===== src/rtl/alu_seq_core.sv =====
// Sequential ALU: 16-op command set on WIDTH-bit operands with a 2*WIDTH result,
// valid/ready on both sides, multi-cycle shift-add MUL and restoring DIV.
module alu_seq_core #(
  parameter int WIDTH = 8
) (
  input  logic               clk,
  input  logic               rst_n,
  input  logic               in_valid,
  output logic               in_ready,
  input  logic [WIDTH-1:0]   a,
  input  logic [WIDTH-1:0]   b,
  input  logic [3:0]         command,
  input  logic               oe,
  output logic               out_valid,
  input  logic               out_ready,
  output logic [2*WIDTH-1:0] d_out,
  output logic               err
);

  localparam int CW = $clog2(WIDTH + 1);

  typedef enum logic [3:0] {
    OP_ADD  = 4'h0, OP_INC  = 4'h1, OP_SUB  = 4'h2, OP_DEC  = 4'h3,
    OP_MUL  = 4'h4, OP_DIV  = 4'h5, OP_SHL  = 4'h6, OP_SHR  = 4'h7,
    OP_INV  = 4'h8, OP_AND  = 4'h9, OP_OR   = 4'hA, OP_NAND = 4'hB,
    OP_NOR  = 4'hC, OP_XOR  = 4'hD, OP_XNOR = 4'hE, OP_BUF  = 4'hF
  } opcode_e;

  typedef enum logic [1:0] {
    S_IDLE = 2'd0,
    S_EXEC = 2'd1,
    S_DONE = 2'd2
  } state_e;

  state_e               state_q, state_d;
  opcode_e              op_q, op_d;
  logic [CW-1:0]        cnt_q, cnt_d;
  // MUL keeps the multiplicand here, DIV keeps the divisor
  logic [WIDTH-1:0]     opnd_q, opnd_d;
  // MUL: {partial product, remaining multiplier}; DIV: {remainder, quotient/dividend}
  logic [2*WIDTH-1:0]   work_q, work_d;
  logic [2*WIDTH-1:0]   res_q, res_d;
  logic                 err_q, err_d;

  function automatic logic [2*WIDTH-1:0] alu_comb(input logic [3:0] op,
                                                  input logic [WIDTH-1:0] x,
                                                  input logic [WIDTH-1:0] y);
    logic [2*WIDTH-1:0] r;
    logic [WIDTH:0]     s;
    r = '0;
    s = '0;
    case (op)
      OP_ADD:  r[WIDTH:0] = {1'b0, x} + {1'b0, y};
      OP_INC:  r[WIDTH:0] = {1'b0, x} + (WIDTH+1)'(1);
      OP_SUB: begin
        s = {1'b0, x} - {1'b0, y};
        r = {{(WIDTH-1){s[WIDTH]}}, s};
      end
      OP_DEC: begin
        s = {1'b0, x} - (WIDTH+1)'(1);
        r = {{(WIDTH-1){s[WIDTH]}}, s};
      end
      OP_SHL:  r[WIDTH:0]   = {x, 1'b0};
      OP_SHR:  r[WIDTH-1:0] = x >> 1;
      OP_INV:  r[WIDTH-1:0] = ~x;
      OP_AND:  r[WIDTH-1:0] = x & y;
      OP_OR:   r[WIDTH-1:0] = x | y;
      OP_NAND: r[WIDTH-1:0] = ~(x & y);
      OP_NOR:  r[WIDTH-1:0] = ~(x | y);
      OP_XOR:  r[WIDTH-1:0] = x ^ y;
      OP_XNOR: r[WIDTH-1:0] = ~(x ^ y);
      OP_BUF:  r[WIDTH-1:0] = x;
      default: r = '0;
    endcase
    return r;
  endfunction

  // One shift-add multiply step and one restoring-divide step per cycle
  logic [WIDTH:0]       mul_sum;
  logic [2*WIDTH-1:0]   mul_next;
  logic [WIDTH:0]       div_rsh;
  logic [WIDTH-1:0]     div_sub;
  logic                 div_borrow;
  logic [2*WIDTH-1:0]   div_next;

  always_comb begin
    mul_sum  = {1'b0, work_q[2*WIDTH-1:WIDTH]}
             + {1'b0, (work_q[0] ? opnd_q : {WIDTH{1'b0}})};
    mul_next = {mul_sum, work_q[WIDTH-1:1]};

    div_rsh    = {work_q[2*WIDTH-1:WIDTH], work_q[WIDTH-1]};
    div_borrow = (div_rsh < {1'b0, opnd_q});
    // the true difference is below the divisor, so WIDTH bits hold it exactly
    div_sub    = div_rsh[WIDTH-1:0] - opnd_q;
    if (div_borrow)
      div_next = {div_rsh[WIDTH-1:0], work_q[WIDTH-2:0], 1'b0};
    else
      div_next = {div_sub, work_q[WIDTH-2:0], 1'b1};
  end

  always_comb begin
    state_d   = state_q;
    op_d      = op_q;
    cnt_d     = cnt_q;
    opnd_d    = opnd_q;
    work_d    = work_q;
    res_d     = res_q;
    err_d     = err_q;
    in_ready  = 1'b0;
    out_valid = 1'b0;
    case (state_q)
      S_IDLE: begin
        in_ready = 1'b1;
        if (in_valid) begin
          op_d  = opcode_e'(command);
          err_d = 1'b0;
          if (command == OP_MUL) begin
            opnd_d  = a;
            work_d  = {{WIDTH{1'b0}}, b};
            cnt_d   = CW'(WIDTH);
            state_d = S_EXEC;
          end else if (command == OP_DIV) begin
            opnd_d  = b;
            work_d  = {{WIDTH{1'b0}}, a};
            cnt_d   = CW'(WIDTH);
            state_d = S_EXEC;
          end else begin
            res_d   = alu_comb(command, a, b);
            state_d = S_DONE;
          end
        end
      end
      S_EXEC: begin
        work_d = (op_q == OP_MUL) ? mul_next : div_next;
        cnt_d  = cnt_q - CW'(1);
        if (cnt_q == CW'(1)) begin
          res_d   = work_d;
          err_d   = (op_q == OP_DIV) && (opnd_q == '0);
          state_d = S_DONE;
        end
      end
      S_DONE: begin
        out_valid = 1'b1;
        if (out_ready) state_d = S_IDLE;
      end
      default: state_d = S_IDLE;
    endcase
  end

  always_ff @(posedge clk or negedge rst_n) begin
    if (!rst_n) begin
      state_q <= S_IDLE;
      op_q    <= OP_ADD;
      cnt_q   <= '0;
      opnd_q  <= '0;
      work_q  <= '0;
      res_q   <= '0;
      err_q   <= 1'b0;
    end else begin
      state_q <= state_d;
      op_q    <= op_d;
      cnt_q   <= cnt_d;
      opnd_q  <= opnd_d;
      work_q  <= work_d;
      res_q   <= res_d;
      err_q   <= err_d;
    end
  end

  assign d_out = oe ? res_q : '0;
  assign err   = err_q;

endmodule


===== config.mk =====
export PLATFORM = sky130hd
export DESIGN_NAME = alu_seq_core
export DESIGN_NICKNAME = d
export VERILOG_FILES = /design/src/rtl/alu_seq_core.sv
export SDC_FILE = /design/constraint.sdc
export NUM_CORES = 1
export LEC_CHECK = 0
export BUFFER_PORTS_ARGS = -buffer_cell sky130_fd_sc_hd__buf_4
export CELL_PAD_IN_SITES_DETAIL_PLACEMENT = 0
export CELL_PAD_IN_SITES_GLOBAL_PLACEMENT = 1
export CORE_MARGIN = 2
export CORE_UTILIZATION = 45
export CTS_BUF_LIST = sky130_fd_sc_hd__clkbuf_16
export CTS_CLUSTER_DIAMETER = 100
export DETAILED_ROUTE_END_ITERATION = 16
export GPL_TIMING_DRIVEN = 0
export PLACE_DENSITY = 0.78
export SLEW_MARGIN = 20
export SYNTH_ARGS = -nofsm -noshare
export SYNTH_HDL_FRONTEND = slang
export SYNTH_SLANG_ARGS = --single-unit

===== constraint.sdc =====
create_clock -name clk -period 2.4 [get_ports clk]
set_input_delay 0.12 -clock clk [delete_from_list [all_inputs] [get_ports clk]]
set_output_delay 0.12 -clock clk [all_outputs]
set_load 0.02 [all_outputs]

# Word level (Yosys, flattened, before mapping)
# Cells that the tools add are included.
# op_classes
eq_ne	26
add_sub_neg	7
n_reduce_logical	12
n_lt_le_gt_ge	1
bitwise_logic	7
mux	33
# ops
operator	n
$mux W16	10
$pmux W8 S14	1
$pmux W16 S2	2
$eq A4 B4 Y1 const B	8
$not A8 Y8	4
$eq A4 B3 Y1 const B	6
$mux W8	3
$add A8 B8 Y9	2
$pmux W7 S2	1
$mux W4	3
$reduce_and A3 Y1	4
$mux W2	5
$ne A2 B2 Y1 const B	5
$add A8 B1 Y9 const B	1
$lt A9 B8 Y1	1
$sub A8 B1 Y9 const B	1
$sub A8 B8 Y9	1
$and A8 B8 Y8	1
$eq A4 B1 Y1 const B	2
$eq A4 B2 Y1 const B	2
$logic_not A8 Y1	1
$or A8 B8 Y8	1
$pmux W4 S2	1
$sub A8 B8 Y8	1
other kinds (15)	19
# word_totals
ff_bits	51
output_inout_bits	19
elab_cells	93
inputBits	25

# Longest topological paths before layout
# Gate-level depths: netlist (run 1).
# logic_depth
depth_word	7
ltp_mapped	10
ltp_nobuf	10

# Worst setup path before layout (run 1)
# OpenSTA, ideal clock, no wires.
# synth_path
path_type	input to register
from	input port a[5]
to	register res_q[11]
cell_stages	8
setup_time_ns	0.135
t_required_ns	2.265
path_buffers	2
slack_ns	0.140
t_arrival_ns	2.125
path_cell_list	clkbuf_1 > inv_1 > ha_1 > clkbuf_1 > o41ai_1 > o211ai_2 > a21oi_1 > o22ai_1
# synth_between
elab_chain_cells	6
elab_cells_between_ends	7
classes_between	add/sub (2); mux (5)
# synth_rtl
element	line_no	source
start, declared	10	input logic [WIDTH-1:0] a,
$sub A8 B1 Y9 / $sub A8 B8 Y9 (equally long branches)	60, 56	
$pmux W7 S2 *	52	case (op)
$mux W16 *	122	end else if (command == OP_DIV) begin
$mux W16 *	117	if (command == OP_MUL) begin
$mux W16 *	114	if (in_valid) begin
$pmux W16 S2 *	111	case (state_q)
end signal, assigned	165	res_q <= res_d;
end, declared	42	logic [2*WIDTH-1:0] res_q, res_d;
# Mark *: on every way between the ends. The rest lies on a longest branch, timed or not. The select of a mux whose other input is x is not followed.
# A chain may end at the register's enable or synchronous reset.

# Final worst setup path (run 1)
# layout_path
from	register work_q[10]
to	register work_q[10]
# layout_between
elab_chain_cells	4
elab_cells_between_ends	5
classes_between	add/sub (1); order compare (1); mux (3)
# layout_rtl
element	line_no	source
start, declared	41	logic [2*WIDTH-1:0] work_q, work_d;
start signal, assigned	164	work_q <= work_d;
$lt A9 B8 Y1	92	div_borrow = (div_rsh < {1'b0, opnd_q});
$mux W16	95	if (div_borrow)
$mux W16 *	134	work_d = (op_q == OP_MUL) ? mul_next : div_next;
$pmux W16 S2 *	111	
# Mark *: on every way between the ends. The rest lies on a longest branch, timed or not.

==> impl_metrics.csv, run 1 <==
group,metric,value,unit
finish,drive_above_1_share,19.7,%
critical_path,worstSetupPathType,"flop to flop",
synthesis,async_flop_share,100,%
floorplanning,dieHeight,117,um
placement,place_inst,960,
grt,grt_use_met2,57.5,%
routing,drt_iter0_markers,462,
outcome,status,"completed",
cts,clk-insertion-delay-late,0.30,ns
synthesis,avgSynthCellArea,7.65,um^2
grt,grt_use_met3,3.11,%
critical_path,critPathArrivalTime,2.55,ns
floorplanning,core,12500,um^2
timing,tightest_slew,0.809,ns
hold_path,hold_path.class,"primary input to flop",
cts,cts_buffers,5,
cts,htree_num_levels,2,
routing,wire_per_inst,22.4,um
critical_path,start_kind,"flop",
routing,viasPerCell,6.23,
finish,layoutNonFillerInstCount,984,
cts,cts_root_buf,"clkbuf_16",
finish,final_util,54.4,%
timing,finalSetupTns,0,ns
synthesis,ys_seq_elements,51,
grt,grt.busiest_layer,"met2",
grt,grt_use_met1,39.5,%
pwr,ir_worst_vdd,0.355,mV
synthesis,syn-num-nets,819,
floorplanning,fp-row-count,41,
critical_path,crit_path_max_fanout,6,
timing,slew_headroom,45.8,%
routing,wirelength,22100,um
routing,vias,6132,
cts,cts_tree,"yes",
routing,drc,0,
pwr,p_per_area,775,nW/um^2
finish,syn2layout_area_growth,19.4,%
timing,rsz0062_at_grt,"true",
synthesis,yosys.cell_types.count,84,
grt,antenna_found_initial,0,
floorplanning,dieArea,13600,um^2
floorplanning,die_w,117,um
placement,hpwl,16800,um
timing,final_max_slew_viol_count,0,
synthesis,synth-edff-count,0,
critical_path,endpoint_kind,"flop",
finish,final.fill_count,1250,
timing,fin_skew,0.00908,ns
timing,max_freq,423,MHz
job,cap_violations,0,
grt,grt_pass1_vias,5874,
floorplanning,initial_core_util,45.5,%
placement,io_buffers,42,
cts,clockBufferDepth,2,
cts,clk_pin_slew,0.07,ns
synthesis,synth_cells,745,
routing,ant_nets,0,
grt,overflow,0,
grt,grt_max_degree,52,
finish,antenna_cells,0,
timing,post-route-period-util,98.5,%
pwr,p_leak,2.83,nW
timing,setup_viol,0,
finish,num-nets-final,885,
timing,fin_crit,2.36,ns
critical_path,required,2.58,ns
synthesis,syn_area,5700,um^2
placement,gp_congestion,0.972,
synthesis,ys_seq_area_share,22.4,%
timing,hold_viol,0,
synthesis,yosys_most_used_dff,"dfrtp_1",
floorplanning,boundaryPins,44,
cts,cts_sinks,51,
routing,dr.pass1.iters,6,
grt,grt_pass1_wl,33200,um
synthesis,yosysWarnings,0,
grt,track_usage,32.5,%
-- state kept, by name, indices dropped and copies added (netlist names) --
| name | count |
|---|---|
| err | 1 |
| op_q | 4 |
| work_q | 16 |
| cnt_q | 4 |
| opnd_q | 8 |
| state_q | 2 |
| res_q | 16 |
-- worst paths after layout --
| path | start | to | slack [ns] | cells past startpoint |
|---|---|---|---|---|
| max | work_q[10] | work_q[10] | 0.04 | 8 |
| min | out_ready | state_q[1] | 0.15 | 3 |
| max reg2reg | work_q[10] | work_q[10] | 0.04 | 8 |
| min reg2reg | res_q[1] | res_q[1] | 0.48 | 2 |
| max in group asynchronous | rst_n | work_q[11] | 1.48 | 2 |
| min in group asynchronous | rst_n | cnt_q[0] | 0.39 | 2 |
-- metal layers --
metal,vias to the layer above,routed length [um]
met5,-,0
met4,0,1010
met3,59,1270
met2,264,11100
met1,2962,8690
li1,2847,-
-- per-stage QoR --
step                      hold WS [ns]  setup slack (ns)  power, mW  area, um^2
after floorplan                 -0.176             0.140       3.31        5700
after global placement           0.198             -1.16       4.06        6230
after detailed placement         0.200             -1.09       4.14        6250
after CTS                        0.145            0.0108       5.03        6610
after global routing             0.169           -0.0397       5.66        6810
final                            0.146            0.0351       5.28        6810
-- cell usage in the layout (no fill, tap or decap), drive strengths merged, types with 5 or more instances in the layout --
| master | count |
|---|---|
| o21ai | 51 |
| o211ai | 9 |
| nand3 | 27 |
| and2 | 26 |
| inv | 42 |
| o21a | 8 |
| or2 | 7 |
| a31oi | 8 |
| nor2b | 16 |
| nor2 | 65 |
| buf | 81 |
| o22ai | 12 |
| nor3b | 6 |
| a211oi | 15 |
| a221oi | 7 |
| dfrtp | 51 |
| clkbuf | 33 |
| nand2 | 71 |
| mux2i | 11 |
| a21oi | 63 |
| ha | 45 |
| a21o | 5 |
| nand2b | 11 |
| nand4 | 6 |
| mux2 | 8 |
| xnor2 | 6 |
| xor2 | 5 |
| nor3 | 19 |
-- repair_timing --
item / 4_1_cts / 5_1_grt
hold endpoints to repair: 51 / 0
cloned: 0 / 0
setup endpoints to repair: 23 / 19
resized for setup: 33 / 37
buffers inserted: 6 / 10
pin swaps: 8 / 16
hold buffers: 1 / 0
-- critical path: stages, from the launching register on --
cell and delay, ns:
dfrtp_2 0.46, ha_4 0.25, and2_1 0.20, a221oi_4 0.30, buf_4 0.18, a31oi_4 0.13
nor2_4 0.17, o211ai_1 0.20, a32o_1 0.34
-- cell usage after synthesis, types with 3 or more instances --
master     instances  share of area (%)
a221o_1            4               0.70
o211ai_1           8                1.1
and2_1            26                2.9
a211o_1            3               0.46
mux2_2             8                1.6
nand4_1            6               0.66
clkbuf_1          31                2.0
a221oi_1           6               0.92
o21bai_1           3               0.40
ha_1              45                9.9
mux4_2             4                1.6
a311oi_1           4               0.61
buf_2             15                1.3
inv_1             42                2.8
o221ai_1           4               0.61
a21oi_1           63                5.5
buf_1              3               0.20
a211oi_1          15                2.0
or2_2              5               0.55
mux2i_1           11                1.9
nand2b_1          11                1.2
xor2_1             5               0.77
or3_1              3               0.33
nor3b_1            4               0.53
nor2_1            65                4.3
a2111oi_0          4               0.61
fa_1               4                1.4
or4b_1             3               0.53
a21o_1             5               0.66
o31a_1             4               0.61
o22ai_1           12                1.3
o2bb2ai_1          3               0.46
nand3_1           27                2.4
a31oi_1            8               0.88
o21a_1             8                1.1
nand2_1           71                4.7
xnor2_1            6               0.92
dfrtp_1           51                 22
nor4_1             4               0.44
nor3_1            18                1.6
a32o_1             3               0.53
nor2b_1           16                1.8
nand3b_1           3               0.40
o21ai_0           50                4.4
-- where the power goes --
part           internal (mW)  total, mW  leakage [nW]  switching, mW
sequential              1.20       1.55         0.609          0.347
combinational           1.30       3.01          2.15           1.72
clock                  0.382      0.717        0.0726          0.335
total                   2.88       5.28          2.83           2.40
-- layout make-up --
cell class                      instances  area, um^2  share of cell area [%]
Buffer                                 50         233                    3.42
Inverter                               43         165                    2.43
Timing Repair Buffer                   60         453                    6.66
Multi-Input combinational cell        600        4320                    63.4
Sequential cell                        51        1280                    18.8
Tap cell                              172         215                    3.16
Clock buffer                            5         125                    1.84
Clock inverter                          3        16.3                   0.239
-- cell families (layout without fill, tap and decap cells) --
logic type	Yosys count	after routing	share of synthesized area, %
DFF	51	51	22.4
buffers and inverters	94	161	6.72
muxes	23	23	5.09
adders and majority gates	49	49	11.3
and+or+nand+nor	281	281	25.3
xor gates and xnor gates	11	11	1.69
AOI/OAI and AO/OA	236	236	27.5
No activity file was read; power rests on OpenSTA's default activity.
==> inputs of run 2 (changes only) <==
BUFFER_PORTS_ARGS = -buffer_cell sky130_fd_sc_hd__clkbuf_2   (was -buffer_cell sky130_fd_sc_hd__buf_4)
CTS_CLUSTER_SIZE = 40   (was not set)
clock period = 2.61 ns   (was 2.4 ns; I/O delays follow)
==> impl_metrics.csv, run 2 (synthesized netlist as in run 1, its figures left out) <==
group,metric,value,unit
outcome,status,"completed",
floorplanning,core,12500,um^2
finish,finalInstanceArea,6430,um^2
cts,cts_sinks,51,
timing,fin_crit,2.57,ns
floorplanning,die_w,117,um
placement,postPlaceCellArea,6140,um^2
routing,m1WireLength,8650,um
hold_path,hold_path.class,"primary input to flop",
critical_path,critPathArrivalTime,2.72,ns
finish,syn2layout_area_growth,12.8,%
floorplanning,initial_core_util,45.5,%
critical_path,path_cells,"clkbuf_2, clkbuf_2, inv_1, ha_1, inv_1, a21oi_1, o41ai_2, o211ai_2, o221ai_1, a41oi_2",
routing,ant_nets,0,
routing,dr.pass1.iters,5,
routing,wirelength,21100,um
critical_path,start_kind,"primary input",
timing,post-route-period-util,98.5,%
cts,cts_root_buf,"clkbuf_16",
hold_path,hold_start,"out_ready",
routing,wl_met2,10600,um
timing,fin_skew,0.00621,ns
critical_path,r2r_cells,7,
finish,final_common_cell,"nand2_1",
cts,clk_pin_slew,0.07,ns
floorplanning,fp-row-count,41,
routing,wire_per_inst,21.8,um
grt,grt_pass1_vias,5708,
finish,largestRegisters,"res_q: 16 flops, work_q: 16 flops, opnd_q: 8 flops",
critical_path,r2r_start,"work_q[11]",
cts,cts_tree,"yes",
routing,top_layer,"met4",
routing,vias,6022,
hold_path,whs_path_depth,3,
cts,clockBufferDepth,2,
timing,tightest_slew,1.04,ns
timing,rsz0062_at_grt,"false",
placement,hpwl,16400,um
pwr,ir_worst_vdd,0.296,mV
critical_path,cp-startpoint,"a[2]",
critical_path,required,2.76,ns
floorplanning,boundaryPins,44,
grt,overflow,0,
placement,io_buffers,42,
finish,antenna_cells,0,
cts,cts_buffers,5,
job,cap_violations,0,
grt,antenna_found_initial,0,
timing,max_freq,389,MHz
cts,clk-insertion-delay-late,0.30,ns
finish,drive_above_1_share,14.7,%
placement,pre_cts_slack,-0.952,ns
finish,num-nets-final,871,
timing,final_max_slew_viol_count,0,
floorplanning,dieArea,13600,um^2
timing,setup_viol,0,
critical_path,worstSetupPathType,"primary input to flop",
grt,track_usage,31.5,%
grt,grt_max_degree,52,
timing,hold_viol,0,
floorplanning,dieHeight,117,um
grt,grt_pass1_wl,32400,um
finish,layout_common_cells,"nand2_1, nor2_1, a21oi_1",
cts,htree_num_levels,2,
routing,viasPerCell,6.21,
critical_path,endpoint_kind,"flop",
pwr,p_leak,2.73,nW
critical_path,crit_path_max_fanout,10,
timing,slew_headroom,29.5,%
pwr,p_per_area,717,nW/um^2
routing,drt_iter0_markers,420,
routing,dr_wl_met3,1010,um
routing,drc,0,
critical_path,slowest_delay,0.43,ns
timing,setup_slack,0.0397,ns
critical_path,crit_slowest_cell,"o41ai_2",
placement,gp_congestion,0.962,
run 2: worst max-delay path, delay by kind of cell:
family | cells | cell delay (ns)
adders and majority gates | 1 | 0.41
buffers and inverters | 4 | 0.77
AOI/OAI and AO/OA | 5 | 1.40
run 2: per-stage QoR:
step	hold slack (ns)	total power [mW]	utilization, %	cells	TNS, ns
after floorplan	-0.165	3.04	-	745	0
after global placement	0.439	3.68	48.9	959	-8.70
after detailed placement	0.262	3.75	49.1	960	-8.02
after CTS	0.142	4.52	50.6	966	0
after global routing	0.156	4.93	51.3	969	0
final	0.136	4.61	51.3	969	0
run 2: path summary, 6_finish.rpt:
path                              end  slack, ns
min in group asynchronous    cnt_q[0]       0.46
max in group asynchronous   work_q[0]       1.63
max reg2reg                  res_q[8]       0.10
min reg2reg                  res_q[4]       0.48
min                        state_q[1]       0.14
max                          res_q[8]       0.04
run 2: cell type report:
class | instances | area (um^2)
inverters | 43 | 161
flip-flops and latches | 51 | 1280
plain buffers | 48 | 213
clock buffers | 5 | 125
clock inverters | 2 | 33.8
repair buffers | 48 | 260
fillers | 1334 | 6090
well taps | 172 | 215
multi-input cells | 600 | 4140
run 2: where the power goes:
part	total, mW	internal [mW]	switching [mW]
Sequential	1.41	1.10	0.306
Clock	0.741	0.444	0.296
Combinational	2.47	0.996	1.47
run 2: routing by layer:
metal / up-vias / GRT usage (%)
met4: 0 / 13.4
met1: 2918 / 38.8
li1: 2822 / -
met5: - / 0
met2: 243 / 56.6
met3: 39 / 2.65
run 2: repair_timing:
item | in CTS | in global routing
setup endpoints to repair | 14 | 16
gates cloned | 0 | 0
resized for setup | 10 | 13
pin swaps | 0 | 1
hold endpoints to repair | 51 | 0
buffers inserted | 0 | 4
hold buffers | 1 | 0
==> inputs of run 3 (changes only) <==
MAX_ROUTING_LAYER = met4   (was not set)
clock period = 2.95 ns   (was 2.61 ns; I/O delays follow)
==> impl_metrics.csv, run 3 (synthesized netlist as in run 1, its figures left out) <==
group,metric,value,unit
outcome,status,"completed",
finish,layout_common_cells,"nand2_1, nor2_1, a21oi_1",
critical_path,critPathArrivalTime,2.99,ns
floorplanning,dieHeight,117,um
timing,setup_viol,0,
routing,viasPerCell,6.27,
finish,syn2layout_area_growth,11.6,%
grt,grt_pass1_wl,32200,um
pwr,ir_worst_vdd,0.258,mV
timing,fin_skew,0.00781,ns
grt,track_usage,32.2,%
pwr,p_per_area,644,nW/um^2
cts,clk_pin_slew,0.07,ns
cts,cts_tree,"yes",
timing,max_freq,354,MHz
grt,grt_use_met1,37.9,%
cts,cts_root_buf,"clkbuf_16",
timing,post-route-period-util,95.8,%
pwr,p_leak,2.71,nW
timing,rsz0062_at_grt,"false",
timing,fin_crit,2.83,ns
timing,slew_headroom,17.4,%
placement,io_buffers,42,
cts,cts_sinks,51,
grt,overflow,0,
routing,dr.pass1.iters,8,
critical_path,endpoint_kind,"flop",
finish,antenna_cells,0,
floorplanning,boundaryPins,44,
grt,grt_max_degree,52,
critical_path,start_kind,"primary input",
floorplanning,core,12500,um^2
routing,drc,0,
grt,grt_use_met3,3.01,%
timing,final_max_slew_viol_count,0,
placement,hpwl,16300,um
routing,wirelength,20800,um
finish,drive_above_1_share,12.9,%
critical_path,crit_path_max_fanout,10,
cts,clockBufferDepth,2,
hold_path,hold_path.class,"primary input to flop",
finish,num-nets-final,869,
grt,antenna_found_initial,0,
floorplanning,dieArea,13600,um^2
timing,tightest_slew,1.24,ns
grt,grt_pass1_vias,5899,
finish,largestRegisters,"res_q: 16 flops, work_q: 16 flops, opnd_q: 8 flops",
job,cap_violations,0,
cts,cts_buffers,5,
floorplanning,initial_core_util,45.5,%
grt,grt.busiest_layer,"met2",
grt,grt_use_met2,53.4,%
routing,ant_nets,0,
floorplanning,die_w,117,um
finish,final_common_cell,"nand2_1",
cts,clk-insertion-delay-late,0.30,ns
placement,gp_congestion,0.943,
critical_path,worstSetupPathType,"primary input to flop",
timing,finalSetupTns,0,ns
critical_path,required,3.11,ns
floorplanning,fp-row-count,41,
routing,vias,6069,
routing,drt_iter0_markers,377,
routing,wire_per_inst,21.5,um
pwr,fin_total_pwr,4.10,mW
timing,hold_viol,0,
cts,htree_num_levels,2,
[run 3: cell count changes in the layout (fill, tap and decap cells not counted), moves of 2 or more]
cell,delta
a31oi_1,+2
a21oi_2,-2
clkbuf_1,+4
a31oi_2,-2
buf_4,-4
nor4b_2,+2
a21oi_1,+2
clkbuf_2,-2
[run 3: power breakdown]
part / switching, mW / internal (mW) / total [mW]
Clock: 0.271 / 0.484 / 0.755
Sequential: 0.256 / 0.971 / 1.23
Combinational: 1.26 / 0.851 / 2.12
Total: 1.79 / 2.31 / 4.10
[run 3: area by class of cell]
cell class              count  area [um^2]
plain buffers              50          218
clock buffers               5          125
inverters                  43          161
flip-flops and latches     51         1280
well taps                 172          215
multi-input cells         600         4070
fillers                  1296         6150
clock inverters             3         63.8
repair buffers             44          230
[run 3: final timing paths]
check | start | end | slack (ns) | cells past startpoint
worst max-delay path | a[2] | res_q[4] | 0.12 | 10
worst min-delay path | out_ready | state_q[1] | 0.18 | 3
max in group asynchronous | rst_n | res_q[13] | 1.98 | 2
min in group asynchronous | rst_n | cnt_q[1] | 0.48 | 2
worst max register to register | work_q[11] | res_q[14] | 0.27 | 7
worst min register to register | res_q[4] | res_q[4] | 0.49 | 2
[run 3: timing repair]
action / in CTS / in global routing
hold buffers: 1 / 0
setup buffers: 0 / 0
setup endpoints to repair: 7 / 5
resized for setup: 4 / 1
endpoints found under the hold margin: 51 / 0
[run 3: critical path: stages]
cell and delay [ns]:
clkbuf_2 0.19, clkbuf_1 0.37, inv_1 0.11, ha_1 0.42, inv_1 0.23, a21oi_1 0.18
o21ba_2 0.23, a221o_1 0.35, a2111oi_2 0.58, o21ai_0 0.17
[run 3: metal layers]
metal / vias to the layer above / share of wire (%)
met2: 264 / 48
met4: 0 / 6.4
met3: 86 / 5.7
met5: - / 0
met1: 2915 / 40
li1: 2804 / -
[run 3: through the flow]
step	cell area (um^2)	hold WS [ns]	instances	setup slack (ns)	utilization, %
after detailed placement	6150	0.281	960	-0.522	49.1
after global routing	6360	0.215	968	0.0120	50.8
after global placement	6130	0.460	959	-0.520	48.9
after CTS	6360	0.185	969	0.0267	50.8
after floorplan	5700	-0.148	745	0.663	-
final	6360	0.184	968	0.123	50.8
